===== src/rtl/lsu_pkg.sv =====
// Shared types and helpers for the RV32I load/store unit.
package lsu_pkg;

    localparam logic [2:0] F3_B  = 3'b000;
    localparam logic [2:0] F3_H  = 3'b001;
    localparam logic [2:0] F3_W  = 3'b010;
    localparam logic [2:0] F3_BU = 3'b100;
    localparam logic [2:0] F3_HU = 3'b101;

    typedef enum logic [2:0] {
        S_IDLE,
        S_REQ,
        S_RESP,
        S_WB,
        S_ERR
    } lsu_state_t;

    function automatic logic is_legal_f3(
        input logic       is_store,
        input logic [2:0] f3
    );
        if (is_store)
            return f3 inside {F3_B, F3_H, F3_W};
        return f3 inside {F3_B, F3_H, F3_W, F3_BU, F3_HU};
    endfunction

endpackage


===== src/rtl/load_align.sv =====
// Selects the addressed byte/halfword lane of a load word and extends it.
import lsu_pkg::*;

module load_align (
    input  logic [31:0] rdata_i,
    input  logic [1:0]  off_i,
    input  logic [2:0]  funct3_i,
    output logic [31:0] data_o
);

    logic [7:0]  lane_b;
    logic [15:0] lane_h;

    always_comb begin
        lane_b = 8'(rdata_i >> {off_i, 3'b000});
        lane_h = 16'(rdata_i >> {off_i[1], 4'b0000});
        unique case (funct3_i)
            F3_B:    data_o = {{24{lane_b[7]}}, lane_b};
            F3_BU:   data_o = {24'h0, lane_b};
            F3_H:    data_o = {{16{lane_h[15]}}, lane_h};
            F3_HU:   data_o = {16'h0, lane_h};
            default: data_o = rdata_i;
        endcase
    end

endmodule


===== src/rtl/load_store_unit.sv =====
// Multi-cycle RV32I load/store unit with a valid/ready data-memory port,
// load alignment, timeout abort and a one-cycle register-file writeback.
import lsu_pkg::*;

module load_store_unit #(
    parameter int TIMEOUT_CYCLES = 255,
    parameter int CNT_WIDTH      = 8
) (
    input  logic        clk,
    input  logic        rst,
    input  logic        req_valid,
    output logic        req_ready,
    input  logic        req_is_store,
    input  logic [2:0]  req_funct3,
    input  logic [31:0] req_addr,
    input  logic [31:0] req_wdata,
    input  logic [4:0]  req_rd,
    output logic        busy,
    output logic        mem_valid,
    input  logic        mem_ready,
    output logic        mem_we,
    output logic [31:0] mem_addr,
    output logic [3:0]  mem_wstrb,
    output logic [31:0] mem_wdata,
    input  logic        mem_rvalid,
    input  logic [31:0] mem_rdata,
    output logic        wb_valid,
    output logic [4:0]  wb_rd,
    output logic [31:0] wb_data,
    output logic        done,
    output logic        err_valid,
    output logic [31:0] err_addr
);

    localparam logic [CNT_WIDTH-1:0] TMAX =
        CNT_WIDTH'(TIMEOUT_CYCLES - 1);
    localparam bit TO_EN = (TIMEOUT_CYCLES != 0);

    lsu_state_t          state_q;
    logic [2:0]          f3_q;
    logic [31:0]         addr_q;
    logic [31:0]         wdata_q;
    logic [4:0]          rd_q;
    logic                st_q;
    logic [3:0]          wstrb_q;
    logic [CNT_WIDTH-1:0] cnt_q;
    logic [31:0]         rdata_q;
    logic                done_q;
    logic                wb_valid_q;
    logic                err_valid_q;

    logic [3:0]  wstrb_d;
    logic [31:0] wdata_d;
    logic        bad_d;
    logic        to_hit;
    logic [31:0] align_out;

    load_align u_align (
        .rdata_i  (mem_rdata),
        .off_i    (addr_q[1:0]),
        .funct3_i (f3_q),
        .data_o   (align_out)
    );

    always_comb begin
        wstrb_d = 4'b0000;
        wdata_d = req_wdata << {req_addr[1:0], 3'b000};
        if (req_is_store) begin
            unique case (req_funct3[1:0])
                2'b00:   wstrb_d = 4'b0001 << req_addr[1:0];
                2'b01:   wstrb_d = 4'b0011 << req_addr[1:0];
                default: wstrb_d = 4'b1111;
            endcase
        end
        // funct3[1:0] 01 = halfword, 10 = word, for both signed/unsigned
        bad_d = !is_legal_f3(req_is_store, req_funct3)
             || (req_funct3[1:0] == 2'b01 && req_addr[0])
             || (req_funct3[1:0] == 2'b10 && req_addr[1:0] != 2'b00);
        to_hit = TO_EN && (cnt_q == TMAX);
    end

    always_ff @(posedge clk or posedge rst) begin
        if (rst) begin
            state_q     <= S_IDLE;
            f3_q        <= 3'b000;
            addr_q      <= 32'h0;
            wdata_q     <= 32'h0;
            rd_q        <= 5'd0;
            st_q        <= 1'b0;
            wstrb_q     <= 4'b0000;
            cnt_q       <= '0;
            rdata_q     <= 32'h0;
            done_q      <= 1'b0;
            wb_valid_q  <= 1'b0;
            err_valid_q <= 1'b0;
        end else begin
            done_q      <= 1'b0;
            wb_valid_q  <= 1'b0;
            err_valid_q <= 1'b0;
            unique case (state_q)
                S_IDLE: begin
                    if (req_valid) begin
                        f3_q    <= req_funct3;
                        addr_q  <= req_addr;
                        wdata_q <= wdata_d;
                        rd_q    <= req_rd;
                        st_q    <= req_is_store;
                        wstrb_q <= wstrb_d;
                        cnt_q   <= '0;
                        if (bad_d) begin
                            state_q     <= S_ERR;
                            err_valid_q <= 1'b1;
                        end else begin
                            state_q <= S_REQ;
                        end
                    end
                end
                S_REQ: begin
                    if (mem_ready) begin
                        cnt_q <= '0;
                        if (st_q) begin
                            done_q  <= 1'b1;
                            state_q <= S_IDLE;
                        end else begin
                            state_q <= S_RESP;
                        end
                    end else if (to_hit) begin
                        state_q     <= S_ERR;
                        err_valid_q <= 1'b1;
                    end else begin
                        cnt_q <= cnt_q + 1'b1;
                    end
                end
                S_RESP: begin
                    if (mem_rvalid) begin
                        rdata_q <= align_out;
                        state_q <= S_WB;
                    end else if (to_hit) begin
                        state_q     <= S_ERR;
                        err_valid_q <= 1'b1;
                    end else begin
                        cnt_q <= cnt_q + 1'b1;
                    end
                end
                S_WB: begin
                    wb_valid_q <= (rd_q != 5'd0);
                    done_q     <= 1'b1;
                    state_q    <= S_IDLE;
                end
                S_ERR: state_q <= S_IDLE;
                default: state_q <= S_IDLE;
            endcase
        end
    end

    assign req_ready = (state_q == S_IDLE) && !rst;
    assign busy      = (state_q != S_IDLE);
    assign mem_valid = (state_q == S_REQ);
    assign mem_we    = st_q;
    assign mem_addr  = {addr_q[31:2], 2'b00};
    assign mem_wstrb = wstrb_q;
    assign mem_wdata = wdata_q;
    assign wb_valid  = wb_valid_q;
    assign wb_rd     = rd_q;
    assign wb_data   = rdata_q;
    assign done      = done_q;
    assign err_valid = err_valid_q;
    assign err_addr  = addr_q;

endmodule

===== config.mk =====
export PLATFORM = sky130hd
export DESIGN_NAME = load_store_unit
export DESIGN_NICKNAME = d
export VERILOG_FILES = /design/src/rtl/lsu_pkg.sv /design/src/rtl/load_align.sv /design/src/rtl/load_store_unit.sv
export SDC_FILE = /design/constraint.sdc
export NUM_CORES = 1
export LEC_CHECK = 0
export CORE_MARGIN = 2
export CORE_UTILIZATION = 47
export DETAILED_ROUTE_END_ITERATION = 6
export HOLD_SLACK_MARGIN = 0.1
export PLACE_DENSITY = 0.87
export SLEW_MARGIN = 20
export SYNTH_ARGS = -nofsm -noshare
export SYNTH_HDL_FRONTEND = slang
export SYNTH_SLANG_ARGS = --single-unit

===== constraint.sdc =====
create_clock -name clk -period 10.25 [get_ports clk]
set_input_delay 1.5375 -clock clk [delete_from_list [all_inputs] [get_ports clk]]
set_output_delay 1.5375 -clock clk [all_outputs]
set_load 0.005 [all_outputs]

### After elaboration in Yosys (flattened, before gate mapping)

Index checks and enable logic that the tools add are counted.

* bits in registers: 123
* output and inout port bits: 144
* input port bits: 110

* equality and inequality tests: 15
* reductions and logical operators: 20
* $add $sub $neg: 1
* shift-type cells: 5
* mux-type cells: 28

Operators by type and width (count)
* one-hot mux 32 bit (4 select lines): 1
* 2-to-1 mux 8 bit: 4
* << shifter 32 x 5 -> 32 bit: 1
* >> shifter 32 x 5 -> 16 bit: 1
* >> shifter 32 x 5 -> 8 bit: 1
* one-hot mux 8 bit (3 select lines): 1
* 2-to-1 mux 3 bit: 5
* == test 3 bit, second input constant: 4
* 2-to-1 mux 1 bit: 11
* nonzero test 5 bit: 2
* == test 3 x 1 -> 1 bit, second input constant: 3
* == test 3 x 2 -> 1 bit, second input constant: 3
* zero test 3 bit: 3
* one-hot mux 3 bit (3 select lines): 1
* nonzero test 3 bit: 3
* adder 8 x 1 -> 8 bit, second input constant: 1
* == test 8 bit, second input constant: 1
* one-hot mux 4 bit (2 select lines): 1
* 2-to-1 mux 4 bit: 1
* inequality test 2 bit, second input constant: 2
* AND reduction 2 bit: 2
* << shifter 1 x 2 -> 4 bit, first input constant: 1
* << shifter 2 x 2 -> 4 bit, first input constant: 1
* logical AND 1 bit: 3
* other kinds (10): 12

### Depth between registers and ports, before layout

Gate-level depths: netlist (run 1).

* depth after elaboration: 10
* depth in mapped cells: 8
* depth with buffers taken out: 6

### Modules after synthesis

From an unflattened synthesis (run 1), not the netlist that was laid out.

* cells, all modules: 663
* area, all modules: 6233.5 µm²

Modules (own cells, without submodules)
* load_store_unit: cells each 554, instances 1, area an instance 5605.4 µm²
* load_align: cells each 109, instances 1, area an instance 628.1 µm²

### Least setup slack after synthesis (run 1)

Ideal clock, no wire load.

* path type: input -> output
* from: input rst
* to: output req_ready
* cell stages on the path: 1
* data arrival time: 1.644 ns
* path buffers: 0
* path slack: 7.069 ns
* cell sequence: nor2_1

* cells in the longest elaborated chain, start to end: 2

RTL lines
* start: declaration: RTL line load_store_unit.sv:10 `input logic rst,`
* zero test 1 bit: RTL line load_store_unit.sv:156 `assign req_ready = (state_q == S_IDLE) && !rst;`
* logical AND 1 bit: RTL line load_store_unit.sv:156
* end: declaration: RTL line load_store_unit.sv:12 `output logic req_ready,`

No other way between the ends.

### Worst setup path in the final report (run 1)

Same ends and word-level chain as after synthesis.

==> results.txt, run 1 <==
The worst pin sits at a relative slew slack of 48.31%. For this design the total switching power over the nets is 869.2 uW. The number of pins with negative max-slew slack in the final report came out at 0. The worst register-to-register path ends at wb_data[11]. The placed standard-cell area came out at 8481 um2.

The worst setup path is captured at an output port. The total non-filler cell area in the finished layout came out at 9062 um2. The die covers 13990 um2. The mux share of post-synthesis cell area came out at 6.237%. The internal power is 1746 uW. The power per unit of standard cell area is 288.6 nW/um2. The synthesized netlist devotes 14.66% of its cell area to compound gates. The average instance area after synthesis is 9.080 um2.

The share of synthesized cell area in full adder, half adder and majority cells is 0.4077%. The horizontal die dimension is 118.3 um. For this run, the leading register cell type out of synthesis is sky130_fd_sc_hd__dfrtp_1.

The number of warnings printed during yosys synthesis is 0. The worst hold path begins at mem_wdata[5]. The count of state elements after synthesis is 123.

The final-layout setup total negative slack is 0 ns. At the later pin of the worst-skew pair, clock insertion delay measures 0.41 ns. The slew of the pin with the lowest slew margin came out at 0.7754 ns. The detailed placement HPWL came out at 12.93 mm. The quantity of hold-fixing buffers added after cts came out at 0. The run finished with clean final reports. The average vias per placed instance came out at 5.371. Timing would allow up to 240.2 MHz. The number of antenna violations at the first check in global routing is 0.

Once the clock tree was built, the resizer swapped 0 gates to a different size. The die boundary height is 118.3 um. 254 I/O pins were placed.

The portion of total power attributed to combinational logic came out at 43.5%. After clock tree synthesis, the clock-pin slew on the worst setup and hold paths is 0.06 ns. The worst setup path is launched from an input pin.

The data arrival time of the critical path came out at 2.63 ns. Setup repair after global routing left no endpoint under its margin. The share of async-settable or async-resettable flops after synthesis is 100.0%. The overflow left after global routing came out at 0. The total wirelength of the detailed-routed design is 18.16 mm. The critical path is of the input pin to output port type.

Synthesis produced a netlist whose cell count is 676. The sequential standard cell area came out at 3078 um2. Max-cap violations in this run came to 0. The share of synthesized cell area in and, or, nand and nor gates came out at 20.28%. The largest fanout on the critical path is 2. The total number of H-tree levels came out at 4.

The via count of the first global-routing pass came out at 5476. The detail route stage leaves a number of antenna-violating nets equal to 0. The number of cells on the worst reg-to-reg path is 3. The total leakage power is 0.003976 uW. Counting I/O delays and the setup requirement, the final critical path takes 4.164 ns. By area the synthesized netlist is led by sky130_fd_sc_hd__dfrtp_1 (50%), sky130_fd_sc_hd__nand2_1 (12%), sky130_fd_sc_hd__buf_4 (4.6%). The wire length of the first global-routing pass is 29.01 mm. The core area is 12670 um2. The initial standard-cell utilization of the core came out at 48.44%. The weighted congestion at the end of routability-driven global placement is 0.8034.

For this run, the detailed router's first-pass iteration total came to 7. The worst clock skew on the final layout came out at 0.007850 ns. VDD sags by at most 135.2 uV. The number of antenna diodes in the final layout is 0. Of the cells placed in the final design, the portion with a size suffix greater than 1 is 7.407%.

The startpoint identified for the worst register-to-register timing path is err_addr[1]. The TritonCTS buffer count came out at 17. The sequential share of power came out at 34.1%. The critical path ends at req_ready.

The total routing resource utilization after global routing came out at 26.39%. The detailed router's first-iteration violation count is 651. The CTS root buffer is sky130_fd_sc_hd__clkbuf_16. Of the total power, the share spent switching nets is 33.24%.

The multi-input gate area in the final layout is 2579 um2. The number of setup buffers added after CTS is 0. The largest net degree at the start of global routing is 64. The layout has 937 filler cells. The dominant combinational cell family by area after synthesis is simple AND/OR/NAND/NOR gates. Ranked by instance count, the synthesized netlist is headed by sky130_fd_sc_hd__nand2_1 (194), sky130_fd_sc_hd__dfrtp_1 (123), sky130_fd_sc_hd__a21oi_1 (50).

The detailed router placed 5709 vias in this run. Counting along the longest clock path gives a buffer depth of 2. The count of buffers from port buffering is 251. The floorplan has 41 rows. The sink count of the clock tree came out at 123. The critical path starts at rst. The number of enable flip-flop cells after synthesis came out at 0. The share of Yosys cell area claimed by the top area cell type is 50.14%. Summed over all instances, the cell type with the most area after synthesis is sky130_fd_sc_hd__dfrtp_1. After synthesis, the netlist uses 55 different library cells.

The number of hold violations in the final report was 0. The clock tree from TritonCTS is built. The fraction of the core area covered by cells at the end of the flow is 71.52%. The fraction of the yosys area taken by sequential cells is 50.14%. The DRC violation count after routing is 0. The path class of the tightest hold or removal check is flop to flop. The final routed wire length divided by cell count is 17.09 um.

The cell area after technology mapping came out at 6138 um2. The clock power share came out at 22.5%. Among all cell types in the netlist, the one instantiated most often is sky130_fd_sc_hd__nand2_1. The number of nets in the final layout came out at 990. The layout overhead on the synthesized area is 47.64%. The worst path required time came out at 8.71 ns. Setup violations remaining at the end of the flow were counted as 0. The post-synthesis xor/xnor area fraction came out at 0%. The register-to-register setup slack is 8.06 ns. After layout, the worst path uses 40.62% of the clock period.
==> sequential cells by signal, indices dropped and copies added (netlist names), 3 cells and up <==
register and count:
wb_rd 5, mem_wstrb 4, cnt_q 8, err_addr 32, mem_wdata 32, f3_q 3
state_q 3, wb_data 32
==> metal layers <==
metal	share of wire, %	track usage, %
met4	2.8	10.39
met5	0	0
met3	9.0	8.060
met1	40	33.38
met2	48	42.34
==> placed cells by master, fill, tap and decap left out, types with 4 or more instances in the layout <==
cell,instances
sky130_fd_sc_hd__a211oi_1,8
sky130_fd_sc_hd__a21oi_1,50
sky130_fd_sc_hd__a222oi_1,6
sky130_fd_sc_hd__a22o_1,5
sky130_fd_sc_hd__buf_4,7
sky130_fd_sc_hd__clkbuf_16,17
sky130_fd_sc_hd__clkbuf_8,4
sky130_fd_sc_hd__clkdlybuf4s50_1,251
sky130_fd_sc_hd__clkinv_2,6
sky130_fd_sc_hd__dfrtp_1,123
sky130_fd_sc_hd__inv_1,10
sky130_fd_sc_hd__mux2_2,16
sky130_fd_sc_hd__mux2i_1,18
sky130_fd_sc_hd__nand2_1,193
sky130_fd_sc_hd__nand2b_1,5
sky130_fd_sc_hd__nand3_1,10
sky130_fd_sc_hd__nand3b_1,9
sky130_fd_sc_hd__nor2_1,39
sky130_fd_sc_hd__nor2b_1,11
sky130_fd_sc_hd__o21ai_0,35
sky130_fd_sc_hd__o21bai_1,4
sky130_fd_sc_hd__o22ai_1,4
sky130_fd_sc_hd__o31ai_1,10
==> cells by family after synthesis <==
group,after synthesis
AO/OA/AOI/OAI,140
buffers and inverters,87
AND/OR/NAND/NOR,288
flip-flops,123
multiplexers,35
other,1
adder cells (fa/ha/maj),2
==> area by class of cell <==
type	count	area share, %
well taps	172	2.375
clock buffers	24	5.426
flip-flops and latches	123	33.96
clock inverters	8	0.9941
repair buffers	258	28.30
multi-input cells	467	28.46
inverters	11	0.4832
==> how the worst min path moves through the flow <==
stage,to,cells after the start
2_1_floorplan,f3_q[2],2
3_3_place_gp,mem_wdata[2],2
3_5_place_dp,mem_wdata[2],2
4_1_cts,mem_wdata[2],2
5_1_grt,mem_wdata[2],2
6_report,mem_wdata[5],2
==> critical path, stage by stage <==
cell                              delay, ns
sky130_fd_sc_hd__clkdlybuf4s50_1       0.46
sky130_fd_sc_hd__nor2_1                0.12
sky130_fd_sc_hd__clkdlybuf4s50_1       0.50
==> stage by stage <==
stage | hold WS (ns) | power [uW] | instances | setup slack [ns]
after floorplan | 0.4604 | 1405 | 677 | 5.442
after global placement | 0.4495 | 1998 | 1031 | 6.094
after detailed placement | 0.4557 | 2031 | 1031 | 6.090
after CTS | 0.4682 | 2629 | 1063 | 6.084
after global routing | 0.4929 | 2784 | 1063 | 6.021
final | 0.4636 | 2615 | 1063 | 6.086
==> power by group through the flow <==
stage	logic [uW]	clock network, uW	registers (uW)
2_1_floorplan	553	0	852
3_3_place_gp	1110	0	889
3_5_place_dp	1140	0	894
4_1_cts	1140	595	891
5_1_grt	1240	620	923
6_report	1140	588	891
Power figures use the tool's default switching activity.
==> inputs of run 2 (changes only) <==
--- a/config.mk
+++ b/config.mk
@@ -6,10 +6,10 @@
 export NUM_CORES = 1
 export LEC_CHECK = 0
 export CORE_MARGIN = 2
-export CORE_UTILIZATION = 47
+export CORE_UTILIZATION = 43
 export DETAILED_ROUTE_END_ITERATION = 6
 export HOLD_SLACK_MARGIN = 0.1
-export PLACE_DENSITY = 0.87
+export PLACE_DENSITY = 0.8
 export SLEW_MARGIN = 20
 export SYNTH_ARGS = -nofsm -noshare
 export SYNTH_HDL_FRONTEND = slang
==> constraint.sdc (replaced) <==
create_clock -name clk -period 4.3 [get_ports clk]
set_input_delay 0.645 -clock clk [delete_from_list [all_inputs] [get_ports clk]]
set_output_delay 0.645 -clock clk [all_outputs]
set_load 0.005 [all_outputs]
==> run 2 against run 1 <==
Clock skew down 0.00071 ns. Non-clock buffer count rose by 1. Cell count up 0.75%. Hold slack improved by 0.0059 ns. Die area increased by 9.0%. Combinational power rose by 140%. Flip-flop and latch count did not move. Setup slack worse by 4.4 ns. Via count down 1.0%. Clock power up 120%. Core utilization shrank 6.6 points. Critical endpoint unchanged. Largest power group unchanged.
==> results.txt, run 2 (synthesized netlist as in run 1, its figures left out) <==
The number of buffers inserted by post-CTS setup repair is 0 (unchanged). The worst clock skew on the final layout is 0.007137 ns (-0.0007130 ns). The average vias per placed instance is 5.275 (-1.8%). The clock tree from TritonCTS is built. In this run the critical register-to-register path is launched from err_addr[1]. The overflow left after global routing is 0 (unchanged). The worst path required time came to 3.65 ns (-5.06 ns). STA classifies the critical path endpoint as an output port. In this run the clock root is driven by a sky130_fd_sc_hd__clkbuf_16. The count of buffers from port buffering is 251 (unchanged). The wire length of the first global-routing pass is 28.04 mm (-3.4%). The total number of H-tree levels came out at 4 (unchanged).

The total leakage power was 0.003953 uW (-0.58%). The area of the die came out at 15250 um2 (+9.0%). The max-cap violation count came out at 0 (unchanged). The tightest min-delay check is of the flop to flop type. The core area is 13930 um2 (+10%). The initial standard-cell utilization of the core is 44.05% (-4.4 points). The I/O pin count came out at 254 (unchanged).

The placed standard-cell area came out at 8503 um2 (+0.27%). The number of cell rows came out at 43 (+4.9%). The TritonCTS buffer count is 17 (unchanged).

The length of the first detailed-routing pass in iterations came out at 5 (-2). The run finished with clean final reports. The data arrival time of the critical path is 1.97 ns (-0.66 ns).

The largest fanout on the critical path came out at 12 (+10). The number of antenna diodes came out at 0 (unchanged). The DRC violation count after routing is 0 (unchanged). The met1 wire length came out at 7.467 mm (+3.2%). Setup repair after global routing left no endpoint under its margin. The detailed router's first-iteration violation count was 579 (-11%).

The multi-input gate area in the final layout is 2579 um2 (unchanged). The number of nets with antenna violations after detailed routing came out at 0 (unchanged). The sequential standard cell area came out at 3078 um2 (unchanged). The clock insertion delay at the later pin of the skew report came out at 0.41 ns (about the same). The routed length on met3 came out at 1.951 mm (+19%). The sum of met2 wire segment lengths after detailed routing is 8.625 mm (-1.6%). The final routed wire length divided by cell count is 17.23 um (+0.82%). The sink count of the clock tree is 123 (unchanged). The horizontal die dimension came out at 123.5 um (+4.4%). The die boundary height came to 123.5 um (+4.4%).

The slew of the pin with the lowest slew margin was 1.009 ns (+0.2337 ns). In this run the top signal layer used is met4. The part of the cycle the worst path needs came out at 60.79%.

The final-layout setup total negative slack came to 0 ns (unchanged). The share of final-layout standard cells stronger than drive strength 1 came out at 6.846% (-0.56 points). The largest net degree at the start of global routing came to 67 (+4.7%).

Leaving out fill and tap cells, the most frequent cell in the layout is sky130_fd_sc_hd__clkdlybuf4s50_1. The worst hold path begins at mem_wdata[3]. The number of pins with negative max-slew slack in the final report came to 0 (unchanged). The via count of the first global-routing pass is 5276 (-3.7%).

The count of final setup violators is 0 (unchanged). The largest vdd supply drop came to 329.2 uV (+140%). The power per unit of standard cell area was 678.7 nW/um2 (+140%). The layout overhead on the synthesized area came out at 47.39%.

The filler cell count in the final layout is 1170 (+25%). The number of hold violations in the final report came out at 0 (unchanged). The worst setup path is launched from a flop. The total wirelength of the detailed-routed design is 18.45 mm (+1.6%).

The detailed placement HPWL is 13.20 mm (+2.1%). The count of cells resized by post-cts repair is 0 (unchanged). The critical path is of the flop to output port type. The clock edge transition at the registers on the reported setup and hold paths is 0.05 ns (about the same). The most critical setup path has its startpoint at state_q[0].

The worst slack on hold paths came out at 0.4696 ns (+0.005944 ns). The total non-filler cell area in the finished layout came out at 9047 um2 (-0.17%). The register-to-register setup slack is 2.08 ns (-5.98 ns). The total routing resource utilization after global routing is 24.08% (-2.3 points). The clock period could shrink to 2.614 ns. The quantity of hold-fixing buffers added after cts was 0 (unchanged). The top cell types in the final layout, fill and taps aside, are sky130_fd_sc_hd__clkdlybuf4s50_1 (251), sky130_fd_sc_hd__nand2_1 (193), sky130_fd_sc_hd__dfrtp_1 (123). The number of antenna violations at the first check in global routing is 0 (unchanged).

The maximum count of clock buffers along a single path came out at 2 (unchanged). The worst max-slew margin expressed relative to the limit was 32.49% (-16 points). The total via count in the routed design is 5650 (-1.0%). The weighted congestion at the end of routability-driven global placement is 0.8053 (+0.24%). The maximum clock frequency came out at 382.5 MHz. The number of nets in the final layout is 991 (+0.10%).
## run 2: changes by cell type in the layout (fill, tap and decap cells not counted), sizes merged
cell	change
bufinv	-2
clkbuf	+6
buf	+1
clkinv	-5
## run 2: where the power goes
part / internal [uW] / leakage (uW) / switching, uW
sequential: 1680 / 0.00154 / 478
combinational: 1590 / 0.00216 / 1110
clock: 809 / 0.000259 / 471
total: 4080 / 0.00395 / 2060
## run 2: layer usage
metal  track usage (%)  up-vias
li1                  -     2672
met1             30.78     2687
met2             37.12      265
met3             9.548       26
met4             8.452        0
met5                 0        -
## run 2: critical path, cell delays in order (launching register included)
cell	delay, ns
sky130_fd_sc_hd__dfrtp_1	0.53
sky130_fd_sc_hd__nor3_2	0.30
sky130_fd_sc_hd__inv_1	0.12
sky130_fd_sc_hd__nor2_1	0.10
sky130_fd_sc_hd__clkdlybuf4s50_1	0.51
## run 2: through the flow
step / std cells / util, % / setup slack (ns) / power (uW)
2_1_floorplan: 677 / - / 0.3841 / 3349
3_3_place_gp: 1039 / 61.02 / 1.530 / 4802
3_5_place_dp: 1039 / 61.02 / 1.462 / 4855
4_1_cts: 1070 / 64.82 / 1.682 / 6170
5_1_grt: 1071 / 64.93 / 1.582 / 6546
6_report: 1071 / 64.93 / 1.686 / 6141
## run 2: cell type report
cell class	count	area share, %
Inverter	11	0.4840
Multi-Input combinational cell	467	28.50
Clock inverter	1	0.05532
Tap cell	180	2.489
Sequential cell	123	34.02
Clock buffer	30	5.794
Timing Repair Buffer	259	28.65
## run 2: worst paths after layout
| kind | end | cells after the start |
|---|---|---|
| setup / recovery | req_ready | 4 |
| hold / removal | mem_wdata[3] | 2 |
| setup reg to reg | wb_data[8] | 3 |
| hold reg to reg | mem_wdata[3] | 2 |
| max in group asynchronous | wb_data[27] | 3 |
| min in group asynchronous | mem_wstrb[3] | 2 |
